===== src/rtl/pipe_mem_pkg.sv =====
// Shared pipe definitions: size codes, FSM states, timeout default.
// Also holds the latched memory-op bundle and the alignment check.
package pipe_mem_pkg;

  localparam logic [1:0] SZ_B = 2'b00;
  localparam logic [1:0] SZ_H = 2'b01;
  localparam logic [1:0] SZ_W = 2'b10;

  localparam int TIMEOUT_DEF = 15;

  typedef enum logic {
    S_IDLE = 1'b0,
    S_REQ  = 1'b1
  } state_t;

  typedef struct packed {
    logic        wreg;
    logic        wmem;
    logic [1:0]  size;
    logic        uns;
    logic [31:0] addr;
    logic [31:0] wdata;
    logic [4:0]  rn;
  } mem_op_t;

  function automatic logic misaligned(
    input logic [1:0] size,
    input logic [1:0] a
  );
    case (size)
      SZ_B:    return 1'b0;
      SZ_H:    return a[0];
      default: return a != 2'b00;
    endcase
  endfunction

endpackage


===== src/rtl/pipe_mem_if.sv =====
// Data-memory bus between the MEM stage (master) and memory (slave).
// Request held until ack; rdata valid in the ack cycle.
interface pipe_mem_if;
  logic        dm_req;
  logic        dm_we;
  logic [3:0]  dm_be;
  logic [31:0] dm_addr;
  logic [31:0] dm_wdata;
  logic        dm_ack;
  logic [31:0] dm_rdata;

  modport master (
    output dm_req, dm_we, dm_be, dm_addr, dm_wdata,
    input  dm_ack, dm_rdata
  );

  modport slave (
    input  dm_req, dm_we, dm_be, dm_addr, dm_wdata,
    output dm_ack, dm_rdata
  );
endinterface


===== src/rtl/pipe_mem_lsu_align.sv =====
// lsu_align: byte enables, store replication, load extract/extend.
// Ports: size, a (addr[1:0]), uns, st_in/rd_in -> be, st_out, ld_out.
module lsu_align
  import pipe_mem_pkg::*;
(
  input  logic [1:0]  size,
  input  logic [1:0]  a,
  input  logic        uns,
  input  logic [31:0] st_in,
  input  logic [31:0] rd_in,
  output logic [3:0]  be,
  output logic [31:0] st_out,
  output logic [31:0] ld_out
);

  logic [31:0] sh;
  assign sh = rd_in >> {a, 3'b000};

  always_comb begin
    be     = 4'b1111;
    st_out = st_in;
    ld_out = rd_in;
    unique case (1'b1)
      size == SZ_B: begin
        be     = 4'b0001 << a;
        st_out = {4{st_in[7:0]}};
        ld_out = {{24{~uns & sh[7]}}, sh[7:0]};
      end
      size == SZ_H: begin
        be     = 4'b0011 << a;
        st_out = {2{st_in[15:0]}};
        ld_out = {{16{~uns & sh[15]}}, sh[15:0]};
      end
      default: ;
    endcase
  end

endmodule


===== src/rtl/pipe_mem.sv =====
// pipe_mem: MEM stage, IDLE/REQ FSM driving dm bus, wb registers.
// Ports: clk, clrn, ex_*, mem_stall, dm (master), wb_*, mem_err. Option: PIPE_MEM_TIMEOUT_EN.
module pipe_mem
  import pipe_mem_pkg::*;
#(
  parameter int TIMEOUT_CYCLES = TIMEOUT_DEF
) (
  input  logic        clk,
  input  logic        clrn,
  input  logic        ex_valid,
  input  logic        ex_wreg,
  input  logic        ex_m2reg,
  input  logic        ex_wmem,
  input  logic [1:0]  ex_size,
  input  logic        ex_unsigned,
  input  logic [31:0] ex_addr,
  input  logic [31:0] ex_wdata,
  input  logic [31:0] ex_alu,
  input  logic [4:0]  ex_rn,
  output logic        mem_stall,
  pipe_mem_if.master  dm,
  output logic        wb_valid,
  output logic        wb_wreg,
  output logic [4:0]  wb_rn,
  output logic [31:0] wb_data,
  output logic        mem_err
);

  state_t  state, state_n;
  mem_op_t op;
  logic    in_req;
  logic    is_mem, mis;
  logic    take, do_alu, do_mis;
  logic    done, abort, to_hit;
  logic [3:0]  be;
  logic [31:0] st, ld;

  assign in_req = (state == S_REQ);
  assign is_mem = ex_m2reg | ex_wmem;
  assign mis    = misaligned(ex_size, ex_addr[1:0]);

  lsu_align u_align (
    .size   (op.size),
    .a      (op.addr[1:0]),
    .uns    (op.uns),
    .st_in  (op.wdata),
    .rd_in  (dm.dm_rdata),
    .be     (be),
    .st_out (st),
    .ld_out (ld)
  );

`ifdef PIPE_MEM_TIMEOUT_EN
  logic [7:0] to_cnt;

  always_ff @(posedge clk or negedge clrn) begin
    if (!clrn)       to_cnt <= '0;
    else if (take)   to_cnt <= '0;
    else if (in_req) to_cnt <= to_cnt + 8'd1;
  end

  assign to_hit = in_req &&
    (to_cnt == 8'(TIMEOUT_CYCLES - 1));
`else
  logic unused_to;
  assign unused_to = (TIMEOUT_CYCLES != 0);
  assign to_hit    = 1'b0;
`endif

  always_ff @(posedge clk or negedge clrn) begin
    if (!clrn) state <= S_IDLE;
    else       state <= state_n;
  end

  always_comb begin
    state_n   = state;
    mem_stall = 1'b0;
    take      = 1'b0;
    do_alu    = 1'b0;
    do_mis    = 1'b0;
    done      = 1'b0;
    abort     = 1'b0;
    case (state)
      S_IDLE: begin
        if (ex_valid) begin
          if (!is_mem) begin
            do_alu = 1'b1;
          end else if (mis) begin
            do_mis = 1'b1;
          end else begin
            take      = 1'b1;
            mem_stall = 1'b1;
            state_n   = S_REQ;
          end
        end
      end
      S_REQ: begin
        if (dm.dm_ack) begin
          done    = 1'b1;
          state_n = S_IDLE;
        end else if (to_hit) begin
          abort   = 1'b1;
          state_n = S_IDLE;
        end else begin
          mem_stall = 1'b1;
        end
      end
      default: state_n = S_IDLE;
    endcase
    // Stall must read 0 while reset is held, even with EX valid.
    if (!clrn) mem_stall = 1'b0;
  end

  always_ff @(posedge clk or negedge clrn) begin
    if (!clrn) op <= '0;
    else if (take) begin
      op.wreg  <= ex_wreg;
      op.wmem  <= ex_wmem;
      op.size  <= ex_size;
      op.uns   <= ex_unsigned;
      op.addr  <= ex_addr;
      op.wdata <= ex_wdata;
      op.rn    <= ex_rn;
    end
  end

  assign dm.dm_req   = in_req;
  assign dm.dm_we    = in_req & op.wmem;
  assign dm.dm_be    = in_req ? be : 4'b0000;
  assign dm.dm_addr  = in_req ? {op.addr[31:2], 2'b00} : '0;
  assign dm.dm_wdata = in_req ? st : '0;

  always_ff @(posedge clk or negedge clrn) begin
    if (!clrn) begin
      wb_valid <= 1'b0;
      wb_wreg  <= 1'b0;
      wb_rn    <= '0;
      wb_data  <= '0;
      mem_err  <= 1'b0;
    end else begin
      wb_valid <= 1'b0;
      wb_wreg  <= 1'b0;
      mem_err  <= 1'b0;
      unique case (1'b1)
        do_alu: begin
          wb_valid <= 1'b1;
          wb_wreg  <= ex_wreg;
          wb_rn    <= ex_rn;
          wb_data  <= ex_alu;
        end
        do_mis: begin
          wb_valid <= 1'b1;
          mem_err  <= 1'b1;
          wb_rn    <= ex_rn;
          wb_data  <= '0;
        end
        done: begin
          wb_valid <= 1'b1;
          wb_wreg  <= op.wreg & ~op.wmem;
          wb_rn    <= op.rn;
          wb_data  <= op.wmem ? '0 : ld;
        end
        abort: begin
          wb_valid <= 1'b1;
          mem_err  <= 1'b1;
          wb_rn    <= op.rn;
          wb_data  <= '0;
        end
        default: ;
      endcase
    end
  end

endmodule


===== src/flat_wrapper.sv =====
// flat-port wrapper written by rule: the top's interface ports become plain ports
module pipe_mem_flat import pipe_mem_pkg::*;
#(
  parameter int TIMEOUT_CYCLES = TIMEOUT_DEF
)
  (clk, clrn, ex_valid, ex_wreg, ex_m2reg, ex_wmem, ex_size, ex_unsigned, ex_addr, ex_wdata, ex_alu, ex_rn, mem_stall, wb_valid, wb_wreg, wb_rn, wb_data, mem_err, dm_dm_req, dm_dm_we, dm_dm_be, dm_dm_addr, dm_dm_wdata, dm_dm_ack, dm_dm_rdata);
  pipe_mem_if dm_i ();
  input  logic clk;
  input  logic clrn;
  input  logic ex_valid;
  input  logic ex_wreg;
  input  logic ex_m2reg;
  input  logic ex_wmem;
  input  logic [1:0] ex_size;
  input  logic ex_unsigned;
  input  logic [31:0] ex_addr;
  input  logic [31:0] ex_wdata;
  input  logic [31:0] ex_alu;
  input  logic [4:0] ex_rn;
  output logic mem_stall;
  output logic wb_valid;
  output logic wb_wreg;
  output logic [4:0] wb_rn;
  output logic [31:0] wb_data;
  output logic mem_err;
  output wire logic [$bits(dm_i.dm_req)-1:0] dm_dm_req;
  output wire logic [$bits(dm_i.dm_we)-1:0] dm_dm_we;
  output wire logic [$bits(dm_i.dm_be)-1:0] dm_dm_be;
  output wire logic [$bits(dm_i.dm_addr)-1:0] dm_dm_addr;
  output wire logic [$bits(dm_i.dm_wdata)-1:0] dm_dm_wdata;
  input wire logic [$bits(dm_i.dm_ack)-1:0] dm_dm_ack;
  input wire logic [$bits(dm_i.dm_rdata)-1:0] dm_dm_rdata;
  assign dm_dm_req = dm_i.dm_req;
  assign dm_dm_we = dm_i.dm_we;
  assign dm_dm_be = dm_i.dm_be;
  assign dm_dm_addr = dm_i.dm_addr;
  assign dm_dm_wdata = dm_i.dm_wdata;
  assign dm_i.dm_ack = dm_dm_ack;
  assign dm_i.dm_rdata = dm_dm_rdata;
  pipe_mem #(.TIMEOUT_CYCLES(TIMEOUT_CYCLES)) u_core (.clk(clk), .clrn(clrn), .ex_valid(ex_valid), .ex_wreg(ex_wreg), .ex_m2reg(ex_m2reg), .ex_wmem(ex_wmem), .ex_size(ex_size), .ex_unsigned(ex_unsigned), .ex_addr(ex_addr), .ex_wdata(ex_wdata), .ex_alu(ex_alu), .ex_rn(ex_rn), .mem_stall(mem_stall), .dm(dm_i), .wb_valid(wb_valid), .wb_wreg(wb_wreg), .wb_rn(wb_rn), .wb_data(wb_data), .mem_err(mem_err));
endmodule

===== config.mk =====
export PLATFORM = sky130hd
export DESIGN_NAME = pipe_mem_flat
export DESIGN_NICKNAME = d
export VERILOG_FILES = /design/src/rtl/pipe_mem_pkg.sv /design/src/rtl/pipe_mem_if.sv /design/src/rtl/pipe_mem_lsu_align.sv /design/src/rtl/pipe_mem.sv /design/src/flat_wrapper.sv
export SDC_FILE = /design/constraint.sdc
export NUM_CORES = 1
export LEC_CHECK = 0
export BUFFER_PORTS_ARGS = -buffer_cell sky130_fd_sc_hd__buf_2
export CAP_MARGIN = 20
export CORE_ASPECT_RATIO = 1.4
export CORE_MARGIN = 8
export CORE_UTILIZATION = 35
export DETAILED_ROUTE_END_ITERATION = 10
export GPL_ROUTABILITY_DRIVEN = 0
export PLACE_DENSITY_LB_ADDON = 0.2
export RECOVER_POWER = 25
export SETUP_SLACK_MARGIN = 0.1
export SLEW_MARGIN = 20
export SYNTH_ARGS = -nofsm -noshare
export SYNTH_HDL_FRONTEND = slang
export SYNTH_SLANG_ARGS = --single-unit

===== constraint.sdc =====
create_clock -name clk -period 1.8 [get_ports clk]
set_input_delay 0 -clock clk [delete_from_list [all_inputs] [get_ports clk]]
set_output_delay 0 -clock clk [all_outputs]
set_load 0.05 [all_outputs]

==> results of run 1 <==
final timing paths:
| path | startpoint | to | slack [ps] |
|---|---|---|---|
| hold / removal | dm_dm_rdata[0] | u_core.wb_data[0] | 10 |
| max in group asynchronous | clrn | u_core.op[37] | 380 |
| setup / recovery | u_core.op[37] | u_core.wb_data[3] | 60 |
| setup reg to reg | u_core.op[37] | u_core.wb_data[3] | 60 |
| hold reg to reg | u_core.op[39] | u_core.op[39] | 500 |
| min in group asynchronous | clrn | u_core.wb_data[23] | 170 |
per-stage QoR:
stage | worst slack, ps | total power [mW] | hold WS, ps | std cells
after floorplan | 24.36 | 7.802 | -295.6 | 534
after global placement | -25.79 | 9.074 | -50.22 | 1009
after detailed placement | -99.94 | 9.178 | -45.47 | 1009
after CTS | 35.42 | 13.26 | 0.9092 | 1183
after global routing | 14.25 | 14.00 | 11.79 | 1191
final | 60.67 | 13.36 | 11.53 | 1191
registers in the layout (all words and copies together), names as in the netlist:
| signal | cells |
|---|---|
| u_core.wb_rn | 5 |
| u_core.dm.dm_req | 1 |
| u_core.wb_wreg | 1 |
| u_core.op | 74 |
| u_core.wb_data | 32 |
| u_core.wb_valid | 1 |
| u_core.mem_err | 1 |
layout make-up:
type	count	area [µm²]	share of cell area (%)
Sequential cell	115	2883	27.49
Multi-Input combinational cell	370	3466	33.05
Inverter	4	20.02	0.1909
Tap cell	244	305.3	2.911
Timing Repair Buffer	426	3204	30.56
Clock buffer	17	425.4	4.057
Clock inverter	15	182.7	1.742
layout by cell type (no fill, tap or decap), types with 3 or more instances in the layout:
master,count
a21boi_2,9
a21oi_1,19
a221oi_1,3
a221oi_2,3
a22o_1,13
a2bb2oi_1,14
and2_1,39
buf_12,4
buf_2,224
buf_4,32
buf_6,27
buf_8,4
bufinv_16,3
clkbuf_16,17
clkinv_2,4
clkinv_4,5
dfrtp_1,111
dfrtp_2,4
dlygate4sd3_1,129
inv_6,3
mux2_2,45
mux2_4,40
mux2i_1,48
mux2i_2,4
nand2_1,24
nand2_2,6
nor2_1,4
nor2_4,3
nor2b_1,9
nor2b_2,4
nor3_1,3
o211a_1,8
o21bai_1,7
o221ai_1,8
o22ai_1,13
o22ai_2,10
tightest hold or removal path: cells and delay by family:
kind | cells | cell delay, ps
buffers and inverters | 1 | 100
AOI/OAI and AO/OA | 2 | 270
timing repair:
action                                  in CTS  in global routing
buffers inserted                            12                  7
resized for setup                           55                 44
hold buffers                               128                  1
gates cloned                                 2                  0
pin swaps                                    6                 14
endpoints found under the setup margin      52                 89
endpoints found under the hold margin      228                  1
cell families after synthesis:
kind of cell | after synthesis | synth area share (%)
compound gates | 124 | 16.11
buf+inv | 49 | 5.298
mux | 137 | 24.94
simple gates | 107 | 9.602
other cells | 1 | 0.05733
flops | 115 | 43.99
report_power, final:
part	internal [mW]	leakage, nW	switching, mW
registers	3.30	1.39	0.505
clock network	2.19	0.298	1.30
logic	2.48	3.58	3.59
layer usage:
metal | share of wire (%) | up-vias | GRT usage (%)
met5 | 0 | - | 0
met4 | 3.6 | 0 | 8.593
met1 | 39 | 2820 | 21.18
met3 | 7.5 | 49 | 6.799
met2 | 50 | 253 | 33.21
li1 | - | 2758 | -
==> metrics.txt, run 1 <==
total number of vias=5,880; max incr delay on CP=490 ps; share of layout cells above drive strength 1=50.37%; initial antenna violation count=0; Async S/R FF share, synth=100.0%; Clock H-tree levels=4; Critical Path RT=2120 ps; die area=0.02338 mm²; Worst VDD drop=0.0008076 V; Final Cell Area=0.01049 mm²; DR vias/cell=4.937; synth warn=0; gr usage total=19.31%; Hold Crit Depth=3; # IOs=254; number of diodes=0; Critical Path AT=2060 ps; clock tree from TritonCTS=built; crit path kind=flip-flop to flip-flop; Buffers on Ports=251; crit share post-route=96.63%; Cell Pwr Density=1274 mW/mm²; grt total ovfl=0; fillers=1,578; flops & latches, synth=115; clk buf depth=2; Post-synth EDFFs=0; # nets final=1,077; max-cap violation count=0; Slew headroom=51.13%; CP max FO=8; crit path launch type=flip-flop; top cell type's share of synthesized area=43.99%; Initial Util=35.44%; synth cell count leaders=dfrtp_1, mux2i_1, mux2_2; Fin. Hold Viols=0; Final Critical Period=1739 ps; clock insertion delay at the later pin of the skew report=410 ps; min-delay worst type=input pin to flip-flop; Layout Utilization=56.82%; Slew @ Worst Pin=733.1 ps; synth unique cells=56; largest area contributor in the netlist=dfrtp_1; most common cell type on the critical path=a2bb2oi_1; Leakage=5.265 nW; path depth of the worst reg2reg path=5; clk slew on worst S/H paths=60 ps; Pre-antenna DRT Iters=4; final WL=22,830 µm; dpl cell area=0.008080 mm²; Antenna Nets Post-Route=0; total negative slack=0 ps; most common cell in the synthesized netlist=dfrtp_1; drt wl/cell=19.17 µm; Detailed Route Iter0 Violations=237; row count=59; top post-synthesis cells by area=dfrtp_1, mux2_4, mux2i_1; vias in the first global route=6,573; Setup Skew=7.344 ps; Inserted Clock Buffers=17; Die Span Y=177.8 µm; Mean Syn Cell Area=12.27 µm²; endpoints failing setup=0; Mapped Area=0.006541 mm²; Mapped Cells=533; unrepaired setup endpoints after global routing=true; Area growth syn-to-layout=60.31%; global-route wire length before repair=35,920 µm; sequential area share after synthesis=43.99%; CTS Sinks=115; WP depth=5; Core ar.=0.01846 mm²; Final Max Slew Viols=0; Clock Root Buffer=clkbuf_16; main flop type after synthesis=dfrtp_1; Post-DP HPWL=16,080 µm; worst path buffer plus inverter count=1; Max Clk Rate=0.5749 GHz; largest net degree at the start of global routing=50; CP endpoint kind=flip-flop; critical path cell sequence=buf_4, or2b_1, a2bb2oi_1, o221ai_1, a2bb2oi_1; status=finished, final reports clean; # DRC=0; crit-path leading delay family=compound AO/OA/AOI/OAI gates; Die X=131.5 µm; slowest CP cell=dfrtp_2
No activity file was read; power rests on OpenSTA's default activity.
==> run 2, diff against run 1 <==
GPL_TIMING_DRIVEN = 0   (was unset)
clock period = 1.5 ns   (was 1.8 ns; I/O delays follow)
==> run 2 against run 1 <==
Net effect: the run now ends with negative hold slack, negative setup slack left; cell count grew 6.0%; design area grew 17%; combinational power grew 53%; worst hold slack lost 510 ps; worst setup slack lost 400 ps; register-to-register slack lost 380 ps; clock skew grew 1.1 ps; die area is the same; utilization grew 9.7 points; sequential cell count is the same; power grew 36%; critical path depth grew 3; critical path type is now flip-flop to output pin.
==> metrics.txt, run 2 (same netlist as run 1, synthesis figures left out) <==
status=finished, violations left; failing checks=negative hold slack, negative setup slack; initial antenna violation count=4; Clock Root Buffer=clkbuf_16; reg-to-reg critical path startpoint=u_core.dm.dm_req; crit share post-route=122.6%; clock tree from TritonCTS=built; worst hold slack=-498.5 ps; row count=59; Critical Path RT=1500 ps; Die X=131.5 µm; # IOs=254; global-route wire length before repair=40,030 µm; Final Cell Area=0.01227 mm²; CP endpoint kind=output pin; Max Clk Rate=0.5440 GHz; slowest CP cell=dfrtp_2; Buffers on Ports=251; Cell Pwr Density=1485 mW/mm²; Area growth syn-to-layout=87.57%; # DRC=0; DR vias/cell=5.017; Final Max Slew Viols=0; die area=0.02338 mm²; CTS Sinks=115; Fin. Hold Viols=104; # placed instances=1,030; Slew headroom=63.75%; crit path launch type=flip-flop; crit-path leading delay family=buffers and inverters; Post-DP HPWL=17,670 µm; path depth of the worst reg2reg path=9; final WL=26,420 µm; most frequent cells in the layout=buf_2, dlygate4sd3_1, dfrtp_1; dpl cell area=0.008429 mm²; gr usage total=21.69%; clock insertion delay at the later pin of the skew report=410 ps; max incr delay on CP=410 ps; Slew @ Worst Pin=542.0 ps; fin worst setup slack=-338.4 ps; Detailed Route Iter0 Violations=301; Clock H-tree levels=4; Reg with most FFs=u_core.op; # nets final=1,147; Inserted Clock Buffers=17; total number of vias=6,336; Initial Util=35.44%; clk buf depth=2; unrepaired setup endpoints after global routing=true; Die Span Y=177.8 µm; worst path buffer plus inverter count=4; Critical Path AT=1840 ps; drt wl/cell=20.92 µm; FF-to-FF setup slack=-320 ps; share of layout cells above drive strength 1=59.98%; Antenna Nets Post-Route=0; largest net degree at the start of global routing=74; Core ar.=0.01846 mm²; Setup Skew=8.432 ps; endpoints failing setup=180; CP max FO=5; Pre-antenna DRT Iters=4; Multi-input gate area=0.003886 mm²; min-delay worst type=input pin to asynchronous set/reset pin; crit path kind=flip-flop to output pin; Leakage=5.951 nW; Power, Total=18.22 mW; Final Non-Filler Cells=1,263; vias in the first global route=7,276; leading cell type in the layout, fill and taps excluded=buf_2; most common cell type on the critical path=buf_12; max reg flops=74; fillers=1,355; Final Critical Period=1838 ps; max-cap violation count=0; register area=0.002882 mm²; critical path cell sequence=buf_6, nand2b_4, nor2_4, nand2_4, buf_12, buf_12, a21boi_4, buf_8; clk slew on worst S/H paths=60 ps; Largest regs=u_core.op: 74 flops, u_core.wb_data: 32 flops, u_core.wb_rn: 5 flops; RR Endpoint=u_core.op[1]; Worst VDD drop=0.0009046 V; grt total ovfl=0
run 2: changes by cell type in the layout (fill, tap and decap cells not counted), moves of 10 or more:
cell,before,now
buf_6,27,77
buf_2,224,184
buf_8,4,27
and2_1,39,19
and2_4,0,20
buf_12,4,19
buf_4,32,44
o22ai_1,13,1
o22ai_2,10,21
nand2_1,24,14
run 2: worst max-delay path by stage:
stage	slack, ps	cells past startpoint	from	end
2_1_floorplan	-190	7	u_core.dm.dm_req	u_core.op[23]
3_3_place_gp	-1310	1	clrn	u_core.dm.dm_req
3_5_place_dp	-450	5	u_core.op[71]	dm_dm_wdata[31]
4_1_cts	-350	8	u_core.dm.dm_req	mem_stall
5_1_grt	-380	8	u_core.dm.dm_req	mem_stall
6_report	-340	8	u_core.dm.dm_req	mem_stall
run 2: layout make-up:
type,instances,area share [%]
multi-input cells,370,31.67
clock inverters,8,1.214
diodes,2,0.04079
clock buffers,24,3.926
inverters,4,0.2549
plain buffers,42,4.926
flip-flops and latches,115,23.49
repair buffers,454,31.99
well taps,244,2.488
run 2: power breakdown:
group / switching [mW] / internal [mW]
combinational: 5.00 / 4.27
clock: 1.45 / 2.91
sequential: 0.628 / 3.96
run 2: metal layers:
| metal | vias up | wire length [µm] | track usage (%) |
|---|---|---|---|
| li1 | 2907 | - | - |
| met1 | 3126 | 9771 | 22.37 |
| met2 | 237 | 14020 | 39.21 |
| met3 | 60 | 1757 | 6.969 |
| met4 | 6 | 839 | 10.42 |
| met5 | - | 30 | 0 |
run 2: timing repair:
item | in CTS | in global routing
cloned | 7 | 4
endpoints found under the hold margin | 226 | 54
pin swaps | 19 | 19
setup buffers | 42 | 24
gates resized for setup | 217 | 121
hold buffers | 126 | 1
setup endpoints to repair | 179 | 182
run 2: stage by stage:
| step | hold WS [ps] | setup WS [ps] | utilization, % | setup TNS (ps) |
|---|---|---|---|---|
| 6_report | -498.5 | -338.4 | 66.48 | -34650 |
| 5_1_grt | -484.4 | -383.5 | 66.47 | -42300 |
| 2_1_floorplan | -295.6 | -193.6 | - | -10800 |
| 3_3_place_gp | 232.2 | -1313 | 45.49 | -143300 |
| 3_5_place_dp | -52.08 | -450.3 | 45.67 | -21050 |
| 4_1_cts | -496.4 | -352.6 | 62.91 | -36950 |
